### src/rtl/stopwatch_pkg.sv
// Shared definitions for the stopwatch core and its display driver:
// status encoding, conversion FSM states and seven-segment constants.
package stopwatch_pkg;

    typedef enum logic [1:0] {
        ST_IDLE    = 2'b00,
        ST_RUNNING = 2'b01,
        ST_PAUSED  = 2'b10,
        ST_ERROR   = 2'b11
    } status_e;

    typedef enum logic [1:0] {
        CV_IDLE,
        CV_LOAD,
        CV_SHIFT,
        CV_DONE
    } conv_state_e;

    localparam logic [7:0] MIN_MAX = 8'd99;
    localparam logic [5:0] SEC_MAX = 6'd59;

    // Active-low segments {g,f,e,d,c,b,a}
    localparam logic [6:0] SEG_BLANK = 7'h7F;
    localparam logic [6:0] SEG_ERROR = 7'h3F;
    localparam logic [6:0] SEG_TABLE [10] = '{
        7'h40, 7'h79, 7'h24, 7'h30, 7'h19,
        7'h12, 7'h02, 7'h78, 7'h00, 7'h10
    };

    function automatic logic [6:0] seg_encode(input logic [3:0] bcd);
        logic [6:0] res;
        res = SEG_BLANK;
        if (bcd <= 4'd9) res = SEG_TABLE[bcd];
        return res;
    endfunction

endpackage

### src/rtl/stopwatch_display_bin2bcd_seq.sv
// Iterative double-dabble: 7-bit binary to two BCD digits in 8 shift cycles.
// done is high during the last shift; results are stable from the next cycle.
module bin2bcd_seq
    import stopwatch_pkg::*;
(
    input  logic       clk,
    input  logic       rst_n,
    input  logic       start,
    input  logic [6:0] bin,
    output logic       done,
    output logic [3:0] tens,
    output logic [3:0] ones
);

    logic [15:0] sh_q, sh_d;
    logic [3:0]  cnt_q, cnt_d;
    logic [15:0] adj;

    always_comb begin
        adj = sh_q;
        if (adj[11:8] >= 4'd5)  adj[11:8]  = adj[11:8] + 4'd3;
        if (adj[15:12] >= 4'd5) adj[15:12] = adj[15:12] + 4'd3;

        sh_d  = sh_q;
        cnt_d = cnt_q;
        if (start) begin
            sh_d  = {8'h00, 1'b0, bin};
            cnt_d = 4'd8;
        end else if (cnt_q != 4'd0) begin
            sh_d  = {adj[14:0], 1'b0};
            cnt_d = cnt_q - 4'd1;
        end
    end

    always_ff @(posedge clk or negedge rst_n) begin
        if (!rst_n) begin
            sh_q  <= '0;
            cnt_q <= '0;
        end else begin
            sh_q  <= sh_d;
            cnt_q <= cnt_d;
        end
    end

    assign done = (cnt_q == 4'd1);
    assign tens = sh_q[15:12];
    assign ones = sh_q[11:8];

endmodule

### src/rtl/stopwatch_display.sv
// Four-digit multiplexed MM:SS display driver with snapshot, BCD conversion,
// status-dependent separator/blink/error rendering and registered outputs.
module stopwatch_display
    import stopwatch_pkg::*;
#(
    parameter int REFRESH_DIV = 100000,
    parameter int BLINK_DIV   = 64
) (
    input  logic       clk,
    input  logic       rst_n,
    input  logic [7:0] minutes,
    input  logic [5:0] seconds,
    input  logic [1:0] status,
    output logic [6:0] seg,
    output logic       dp,
    output logic [3:0] an
);

    localparam int SLOT_W  = $clog2(REFRESH_DIV);
    localparam int BLINK_W = $clog2(BLINK_DIV + 1);

    logic [SLOT_W-1:0]  slot_q, slot_d;
    logic [1:0]         idx_q, idx_d;
    logic               first_q, first_d;
    logic [6:0]         snap_min_q, snap_min_d;
    logic [5:0]         snap_sec_q, snap_sec_d;
    status_e            snap_st_q, snap_st_d;
    conv_state_e        state_q, state_d;
    logic [3:0][3:0]    dig_q, dig_d;
    status_e            disp_st_q, disp_st_d;
    logic               valid_q, valid_d;
    logic [BLINK_W-1:0] blink_cnt_q, blink_cnt_d;
    logic               blink_off_q, blink_off_d;
    logic [6:0]         seg_q, seg_d;
    logic               dp_q, dp_d;
    logic [3:0]         an_q, an_d;

    logic       slot_wrap, frame_wrap, snap_req, conv_start;
    logic       min_done, sec_done;
    logic [3:0] min_tens, min_ones, sec_tens, sec_ones;

    assign slot_wrap  = (slot_q == SLOT_W'(REFRESH_DIV - 1));
    assign frame_wrap = slot_wrap && (idx_q == 2'd3);
    assign snap_req   = first_q || frame_wrap;

    bin2bcd_seq u_min_bcd (
        .clk(clk), .rst_n(rst_n), .start(conv_start), .bin(snap_min_q),
        .done(min_done), .tens(min_tens), .ones(min_ones)
    );

    bin2bcd_seq u_sec_bcd (
        .clk(clk), .rst_n(rst_n), .start(conv_start), .bin({1'b0, snap_sec_q}),
        .done(sec_done), .tens(sec_tens), .ones(sec_ones)
    );

    always_comb begin
        slot_d     = slot_wrap ? '0 : slot_q + SLOT_W'(1);
        idx_d      = slot_wrap ? idx_q + 2'd1 : idx_q;
        first_d    = 1'b0;
        snap_min_d = snap_min_q;
        snap_sec_d = snap_sec_q;
        snap_st_d  = snap_st_q;
        if (snap_req) begin
            snap_min_d = (minutes > MIN_MAX) ? MIN_MAX[6:0] : minutes[6:0];
            snap_sec_d = (seconds > SEC_MAX) ? SEC_MAX : seconds;
            snap_st_d  = status_e'(status);
        end
    end

    // Display registers change only in DONE, so a frame never mixes old and new digits.
    always_comb begin
        state_d    = state_q;
        conv_start = 1'b0;
        dig_d      = dig_q;
        disp_st_d  = disp_st_q;
        valid_d    = valid_q;
        case (state_q)
            CV_IDLE:  if (snap_req) state_d = CV_LOAD;
            CV_LOAD: begin
                conv_start = 1'b1;
                state_d    = CV_SHIFT;
            end
            CV_SHIFT: if (min_done && sec_done) state_d = CV_DONE;
            CV_DONE: begin
                dig_d     = {min_tens, min_ones, sec_tens, sec_ones};
                disp_st_d = snap_st_q;
                valid_d   = 1'b1;
                state_d   = CV_IDLE;
            end
            default:  state_d = CV_IDLE;
        endcase
    end

    always_comb begin
        blink_cnt_d = blink_cnt_q;
        blink_off_d = blink_off_q;
        if (disp_st_q != ST_PAUSED) begin
            blink_cnt_d = '0;
            blink_off_d = 1'b0;
        end else if (frame_wrap) begin
            if (blink_cnt_q == BLINK_W'(BLINK_DIV - 1)) begin
                blink_cnt_d = '0;
                blink_off_d = !blink_off_q;
            end else begin
                blink_cnt_d = blink_cnt_q + BLINK_W'(1);
            end
        end
    end

    always_comb begin
        an_d  = 4'hF;
        seg_d = SEG_BLANK;
        dp_d  = 1'b1;
        if (valid_q) begin
            an_d  = ~(4'b0001 << idx_q);
            seg_d = seg_encode(dig_q[idx_q]);
            case (disp_st_q)
                ST_RUNNING: dp_d = (idx_q != 2'd2);
                ST_PAUSED: begin
                    dp_d = (idx_q != 2'd2);
                    if (blink_off_q) an_d = 4'hF;
                end
                ST_ERROR:   seg_d = SEG_ERROR;
                default:    dp_d = 1'b1;
            endcase
        end
    end

    always_ff @(posedge clk or negedge rst_n) begin
        if (!rst_n) begin
            slot_q      <= '0;
            idx_q       <= '0;
            first_q     <= 1'b1;
            snap_min_q  <= '0;
            snap_sec_q  <= '0;
            snap_st_q   <= ST_IDLE;
            state_q     <= CV_IDLE;
            dig_q       <= '0;
            disp_st_q   <= ST_IDLE;
            valid_q     <= 1'b0;
            blink_cnt_q <= '0;
            blink_off_q <= 1'b0;
            seg_q       <= SEG_BLANK;
            dp_q        <= 1'b1;
            an_q        <= 4'hF;
        end else begin
            slot_q      <= slot_d;
            idx_q       <= idx_d;
            first_q     <= first_d;
            snap_min_q  <= snap_min_d;
            snap_sec_q  <= snap_sec_d;
            snap_st_q   <= snap_st_d;
            state_q     <= state_d;
            dig_q       <= dig_d;
            disp_st_q   <= disp_st_d;
            valid_q     <= valid_d;
            blink_cnt_q <= blink_cnt_d;
            blink_off_q <= blink_off_d;
            seg_q       <= seg_d;
            dp_q        <= dp_d;
            an_q        <= an_d;
        end
    end

    assign seg = seg_q;
    assign dp  = dp_q;
    assign an  = an_q;

endmodule

### config.mk
export PLATFORM = sky130hd
export DESIGN_NAME = stopwatch_display
export DESIGN_NICKNAME = d
export VERILOG_FILES = /design/src/rtl/stopwatch_pkg.sv /design/src/rtl/stopwatch_display_bin2bcd_seq.sv /design/src/rtl/stopwatch_display.sv
export SDC_FILE = /design/constraint.sdc
export NUM_CORES = 1
export LEC_CHECK = 0
export ABC_AREA = 1
export CORE_MARGIN = 3
export CORE_UTILIZATION = 30
export CTS_CLUSTER_SIZE = 16
export DETAILED_ROUTE_END_ITERATION = 10
export PLACE_DENSITY = 0.51
export SLEW_MARGIN = 0
export SYNTH_ARGS = -nofsm -noshare
export SYNTH_HDL_FRONTEND = slang
export SYNTH_SLANG_ARGS = --single-unit
### constraint.sdc
create_clock -name clk -period 1.95 [get_ports clk]
set_input_delay 0.39 -clock clk [delete_from_list [all_inputs] [get_ports clk]]
set_output_delay 0.39 -clock clk [all_outputs]
set_load 0.01 [all_outputs]
=== Word-level counts from Yosys, hierarchy flattened ===
Memories as Yosys holds them, arrays and structs flattened.
Index checks and enable logic that the tools add are counted.

* Register bits: 116
* Bits in writable memories: 0
* Latch bits: 0
* Bits in read-only memories: 112
* Memories: 1
* Output and inout bits: 12

* Shift-type cells: 1
* Eq/ne operators: 15
* Bitwise logic cells: 2
* Div/mod/pow operators: 0
* $add $sub $neg: 9
* Reductions and logical operators: 14
* Magnitude comparators: 9
* Multipliers: 0
* Muxes and demuxes: 37

{| class="wikitable"
|+ Memory list
! memory !! depth !! width !! read ports !! clocked after Yosys merged registers in !! wr ports !! RTL line !! text
|-
| (no name shown) || 16 || 7 || 1 || 0 || 0 || stopwatch_pkg.sv:33 || <nowiki>if (bcd <= 4'd9) res = SEG_TABLE[bcd];</nowiki>
|}

{| class="wikitable"
|+ Operators with widths
! operator !! number
|-
| 2-to-1 mux 16 bit || 4
|-
| 2-to-1 mux 7 bit || 9
|-
| 2-to-1 mux 4 bit || 10
|-
| adder 17 x 1 -> 17 bit, second input constant || 1
|-
| == test 17 bit, second input constant || 1
|-
| 2-to-1 mux 17 bit || 1
|-
| >= comparator 4 x 3 -> 1 bit, second input constant || 4
|-
| == test 2 bit, second input constant || 5
|-
| adder 4 x 2 -> 4 bit, second input constant || 2
|-
| binary-select mux 4 bit (select 2 bit) || 1
|-
| == test 4 x 1 -> 1 bit, second input constant || 2
|-
| > comparator 8 x 7 -> 1 bit, second input constant || 1
|-
| != test 2 bit, second input constant || 4
|-
| case mux 2 bit (4 select lines) || 1
|-
| nonzero test 2 bit || 4
|-
| nonzero test 4 bit || 2
|-
| subtractor 4 x 1 -> 4 bit, second input constant || 2
|-
| adder 7 x 1 -> 7 bit, second input constant || 1
|-
| == test 7 x 6 -> 1 bit, second input constant || 1
|-
| adder 3 x 2 -> 3 bit, second input constant || 2
|-
| > comparator 6 bit, second input constant || 1
|-
| 2-to-1 mux 1 bit || 6
|-
| 2-to-1 mux 3 bit || 2
|-
| 2-to-1 mux 6 bit || 1
|-
| other kinds (15) || 19
|}

=== Depth between registers and ports, before layout ===
* Depth in word-level cells: 9
* Depth in mapped cells: 14
* Depth with buffers taken out: 13

=== Modules after synthesis ===
Synthesis repeated with hierarchy kept, for this count alone.

* Cells, all modules: 718
* Area, all modules: 5,895.7 um2

{| class="wikitable"
|+ Modules (own cells, without submodules)
! module !! cells each !! area each (um2) !! times used
|-
| stopwatch_display || 446 || 3,733.6 || 1
|-
| bin2bcd_seq || 136 || 1,081.0 || 2
|}

=== Worst setup path after synthesis ===
No wires, ideal clock.

* Path kind: reg2reg
* Start point: register idx_q[0]
* End point: register seg_q[0], in the netlist seg[0]
* Cell stages (with the launch flop): 14
* Library setup time: 61 ps
* Setup slack: 1 ps
* Arrival time: 1,889 ps
* Required time: 1,889 ps
* Path buffers: 2
* Clock period less this slack: 1,949 ps
* Path through: dfrtp_1 -> inv_2 -> buf_6 -> nand2_1 -> a32oi_1 -> inv_1 -> ha_1 -> inv_1 -> nand2_1 -> nand2_1 -> nand3_1 -> and3_1 -> buf_4 -> nand2_1

* Longest elaborated chain between the ends: 9

{| class="wikitable"
|+ Ends and longest elaborated chain
! element !! RTL line !! text
|-
| from (decl) || stopwatch_display.sv:23 || <nowiki>logic [1:0] idx_q, idx_d;</nowiki>
|-
| from (signal assigned) || stopwatch_display.sv:148 || <nowiki>idx_q <= idx_d;</nowiki>
|-
| binary-select mux 4 bit (select 2 bit) (*) || stopwatch_display.sv:116 || <nowiki>seg_d = seg_encode(dig_q[idx_q]);</nowiki>
|-
| 2-to-1 mux 4 bit (not written as such) (*) || stopwatch_display.sv:116 ||
|-
| NOT 4 -> 5 bit (not written as such) || stopwatch_pkg.sv:33 ||
|-
| memory read (16 x 7 bit) || - ||
|-
| 2-to-1 mux 7 bit (not written as such) (2 in series) || stopwatch_pkg.sv:33 ||
|-
| 2-to-1 mux 7 bit (*) || stopwatch_pkg.sv:33 ||
|-
| 2-to-1 mux 7 bit (*) || stopwatch_display.sv:117 || <nowiki>case (disp_st_q)</nowiki>
|-
| 2-to-1 mux 7 bit (*) || stopwatch_display.sv:114 || <nowiki>if (valid_q) begin</nowiki>
|-
| via seg_d[0] || stopwatch_display.sv:34 || <nowiki>logic [6:0] seg_q, seg_d;</nowiki>
|-
| to (signal assigned) || stopwatch_display.sv:159 || <nowiki>seg_q <= seg_d;</nowiki>
|-
| to (decl) || stopwatch_display.sv:34 ||
|}

The timed path passes the listed nets; every way through them passes the cells marked *. The select of a mux whose other input is x is not followed.
A chain may end at the register's enable or synchronous reset.

=== Worst setup path in the final report ===
* Start point: register an_q[2], in the netlist an[2]
* End point: output an[2]

{| class="wikitable"
|+ RTL lines
! element !! RTL line !! text
|-
| from (decl) || stopwatch_display.sv:36 || <nowiki>logic [3:0] an_q, an_d;</nowiki>
|-
| from (signal assigned) || stopwatch_display.sv:161 || <nowiki>an_q <= an_d;</nowiki>
|-
| to (decl) || stopwatch_display.sv:16 || <nowiki>output logic [3:0] an</nowiki>
|}

No word-level cell between the ends.

==> impl.org <==
** Timing
- Clock skew on the completed layout was measured at 0.01269 ns.
- Final setup margin :: 0.1130 ns
- Based on the critical path, the design can be clocked at up to between 0.5 and 0.6 GHz.
- The number of hold violations in the final report was 0.
- The number of pins exceeding their max-slew limit in the final report came to 0.
- TNS Setup :: 0 ns
- For the pin with the worst max-slew slack, the measured transition is 0.5437 ns.
- Final period util :: 0.9421
- Final setup fails :: 0
- Shortest clock period the worst path allows after layout :: between 1.5 and 2 ns
- In this run the tightest slew margin relative to its limit is 0.6372.

** Die
- Horizontal die dimension :: 143.9 µm
- Number of placement rows :: 49
- Total core area :: 0.01833 mm²
- The initial utilization of the core area, before any placement, comes to 0.3112.
- 30 I/O pins were placed.
- Die Span Y :: 143.9 µm
- The floorplan step defined a die boundary enclosing about 0.021 mm².

** Global route
- Met1 Usage GRT :: 0.1496
- Number of antenna violations at the first check in global routing :: 0
- For met3 alone, demand over resource in global routing was 0.04060.
- In the global route stage, met2 resource usage came out at 0.1828.
- For this run the aggregate overflow at the end of global routing stands at 0.
- Largest net degree at the start of global routing :: between 40 and 50
- First-pass GRT wire length :: 19230 µm
- Across every metal layer, demand over resource in global routing totals 0.1164.
- Busiest layer in global routing :: met2
- Vias in the first global route :: approximately 4100

** Power
- Pwr dens :: 1324 mW/mm²
- IR analysis of the VDD net gives a maximum drop of 0.6283 mV.
- Summing internal, switching and leakage power gives 9.137 mW.
- Summed over all cells, the static leakage comes to between 3 and 4 nW.

** Drt
- Detailed Route Iter0 Violations :: ~190
- Antenna Violating Nets Remaining :: 0
- Routed length per instance :: 11.98 µm
- Detailed Routing Iterations Pass 1 :: 4
- Via total after detailed routing :: 4193
- After detailed routing, the number of remaining DRC violations is 0.
- Using the TritonRoute via totals, the vias-per-cell ratio works out to 4.538.
- Total Wirelength :: 11070 µm

** Synthesis
- Mean Syn Cell Area :: 9.013 µm²
- For this run, asynchronously set or reset flops after synthesis account for 1.000.
- Cell type contributing the most total cell area after synthesis :: sky130_fd_sc_hd__dfrtp_1
- Post-synth design cell area :: 0.005705 mm²
- Cell types occupying the most area after synthesis :: sky130_fd_sc_hd__dfrtp_1 45%, sky130_fd_sc_hd__nand2_1 9.5%, sky130_fd_sc_hd__ha_1 6.6%, sky130_fd_sc_hd__dfstp_2 6.0%, sky130_fd_sc_hd__inv_1 6.0%
- Register bit count reported by yosys :: 116
- Syn Nets :: slightly below 700
- Of the post-synthesis cell area, the dominant cell type holds 0.4518.
- Counting distinct cell types in the post-synthesis netlist gives 42.
- In the synthesized netlist the dominant register cell turns out to be sky130_fd_sc_hd__dfrtp_1.
- After technology mapping, the gate count stands at 633.
- Proportion of synthesized chip area in sequential cells :: 0.5116
- Number of warnings reported in the yosys synthesis log :: 0
- The synthesized design contains 0 enable-type register cells.

** Layout
- In the layout the commonest cells are 144 x sky130_fd_sc_hd__nand2_1, 102 x sky130_fd_sc_hd__dfrtp_1, 89 x sky130_fd_sc_hd__inv_1.
- From synthesis to final layout, the design area changed by 20.92%.
- Post-layout net count :: between 700 and 800
- Leaving out fill and tap cells, the most frequent cell in the layout is sky130_fd_sc_hd__nand2_1.
- Cell area after layout :: just under 0.007 mm²
- Layout cells sized above 1 :: 0.1252
- Antenna Diode Count :: 0
- Non-filler instance count after layout :: between 900 and 1000

** Setup path
- CP peak stage delay :: roughly 0.53 ns
- Data required time of the critical path :: ~1.6 ns
- For this design, the slowest cell found on the critical path is sky130_fd_sc_hd__clkdlybuf4s50_1.
- Grouping stages by cell kind, the critical path spends the most delay in buffers and inverters.
- The signal on the critical path passes through clkdlybuf4s50_1.
- Crit path capture type :: output pin
- Counting both buffers and inverters, the worst setup path holds a total of 1.
- Startpoint of the most critical register-to-register path :: idx_q[0]
- Along the worst path, the maximum fanout reaches 1.
- Startpoint of the most critical setup path :: an[2]
- Arrival @ worst endpoint :: 1.45 ns
- Critical path start-end classification :: reg -> out
- Worst Setup Start Kind :: flop

** Place
- In this run, placement finished with an instance count of 889.
- Final GP Congestion :: 0.8389
- Input and output buffers added on the ports amount to 29.
- Estimated wirelength of the detail-placed design :: 8031 µm
- Once placement finished, the instance area stood at 0.006310 mm².
- Worst setup timing slack at the placement stage :: -0.09516 ns

** Clock tree
- The H-tree was split into 4 levels.
- TritonCTS built the clock tree.
- The root buffer cell chosen for the clock tree is sky130_fd_sc_hd__clkbuf_16.
- Clk_lat worst skew :: 0.41 ns
- Clock-pin slew was measured on the worst setup and hold paths at ~0.05 ns.
- The clock drives 116 sinks.
- TritonCTS created 17 clock buffers.
- The longest clock path from root to sink contains 2 buffers.

** Worst hold path
- In this run the worst hold path is classified as reg -> reg.
- The startpoint identified for the worst hold timing path is valid_q.

** Job
- Count of max-cap constraint violations :: 0

** Outcome
- The flow ran to the end, and the final reports show no timing, DRC or antenna violations.
-- kinds of logic (layout without fill, tap and decap cells) --
| family | Yosys count | count (layout) | synth area share |
|---|---|---|---|
| simple gates | 252 | 252 | 0.2086 |
| flops | 116 | 116 | 0.5116 |
| compound gates | 110 | 110 | 0.1121 |
| buf+inv | 108 | 170 | 0.07675 |
| fa+ha+maj | 30 | 30 | 0.06579 |
| xor+xnor | 16 | 16 | 0.02456 |
| other cells | 1 | 1 | 0.0006573 |
-- power breakdown --
| part | leakage [nW] | internal [mW] | switching (mW) |
|---|---|---|---|
| Sequential | 1.47 | 3.09 | 0.365 |
| Combinational | 1.58 | 1.13 | 1.70 |
| Clock | 0.269 | 1.84 | 1.01 |
| Total | 3.32 | 6.06 | 3.08 |
-- routing by layer --
metal	up-vias	wire length, µm
met5	-	0
met4	0	115
met3	7	447
met2	65	5015
met1	1973	5490
li1	2148	-
-- stage by stage --
step	hold slack [ns]	util
4_1_cts	0.4384	0.3748
2_1_floorplan	0.09441	-
3_5_place_dp	0.3741	0.3442
5_1_grt	0.4736	0.3764
6_report	0.4401	0.3764
3_3_place_gp	0.3751	0.3442
-- synth_stat cells, types with 11 or more instances --
master	number
sky130_fd_sc_hd__dfstp_2	13
sky130_fd_sc_hd__o21ai_0	45
sky130_fd_sc_hd__o22ai_1	11
sky130_fd_sc_hd__nand3_1	31
sky130_fd_sc_hd__nor2_1	33
sky130_fd_sc_hd__dfrtp_1	103
sky130_fd_sc_hd__a21oi_1	15
sky130_fd_sc_hd__nand2_1	145
sky130_fd_sc_hd__inv_1	91
sky130_fd_sc_hd__o21ai_1	14
sky130_fd_sc_hd__ha_1	30
sky130_fd_sc_hd__xor2_1	11
-- worst reg2reg max path: stages, from the launching register on --
cell and delay [ns]:
sky130_fd_sc_hd__dfrtp_2 0.44, sky130_fd_sc_hd__clkinv_4 0.10, sky130_fd_sc_hd__nand2_1 0.07, sky130_fd_sc_hd__a32oi_2 0.30
sky130_fd_sc_hd__inv_2 0.09, sky130_fd_sc_hd__ha_1 0.20, sky130_fd_sc_hd__inv_1 0.07, sky130_fd_sc_hd__nand2_1 0.05
sky130_fd_sc_hd__nand2_1 0.05, sky130_fd_sc_hd__nand3_1 0.07, sky130_fd_sc_hd__and3_2 0.23, sky130_fd_sc_hd__nand2_1 0.08
-- registers in the layout (all words and copies together), names as in the netlist --
register and cells:
slot_q 17, dig_q 16, u_min_bcd.sh_q 16, u_sec_bcd.sh_q 16, blink_cnt_q 7, seg 7
snap_min_q 7, snap_sec_q 6, an 4, u_min_bcd.cnt_q 4, u_sec_bcd.cnt_q 4, disp_st_q 2
idx_q 2, snap_st_q 2, state_q 2, blink_off_q 1, dp 1, first_q 1
valid_q 1
-- what timing repair did --
item,4_1_cts,5_1_grt
endpoints found under the hold margin,20,0
gates resized for setup,1,7
endpoints found under the setup margin,6,11
pin swaps,0,1
setup buffers,0,2
hold buffers,1,0
-- cell type report --
class | count | area, µm²
sequential | 116 | 2920
fill | 1832 | 11430
clock buffer | 27 | 493.0
multi-input combinational | 409 | 2360
clock inverter | 5 | 50.05
tap | 229 | 286.5
timing repair buffer | 44 | 427.9
inverter | 94 | 361.6
-- worst paths after layout --
| path | slack, ns | depth (start not counted) | to |
|---|---|---|---|
| worst max-delay path | 0.11 | 1 | an[2] |
| worst min-delay path | 0.44 | 1 | seg[6] |
| worst max register to register | 0.14 | 11 | seg[5] |
| worst min register to register | 0.44 | 1 | seg[6] |
| max in group asynchronous | 0.83 | 3 | first_q |
| min in group asynchronous | 0.48 | 2 | slot_q[13] |
(Power assumes the default switching activity.)
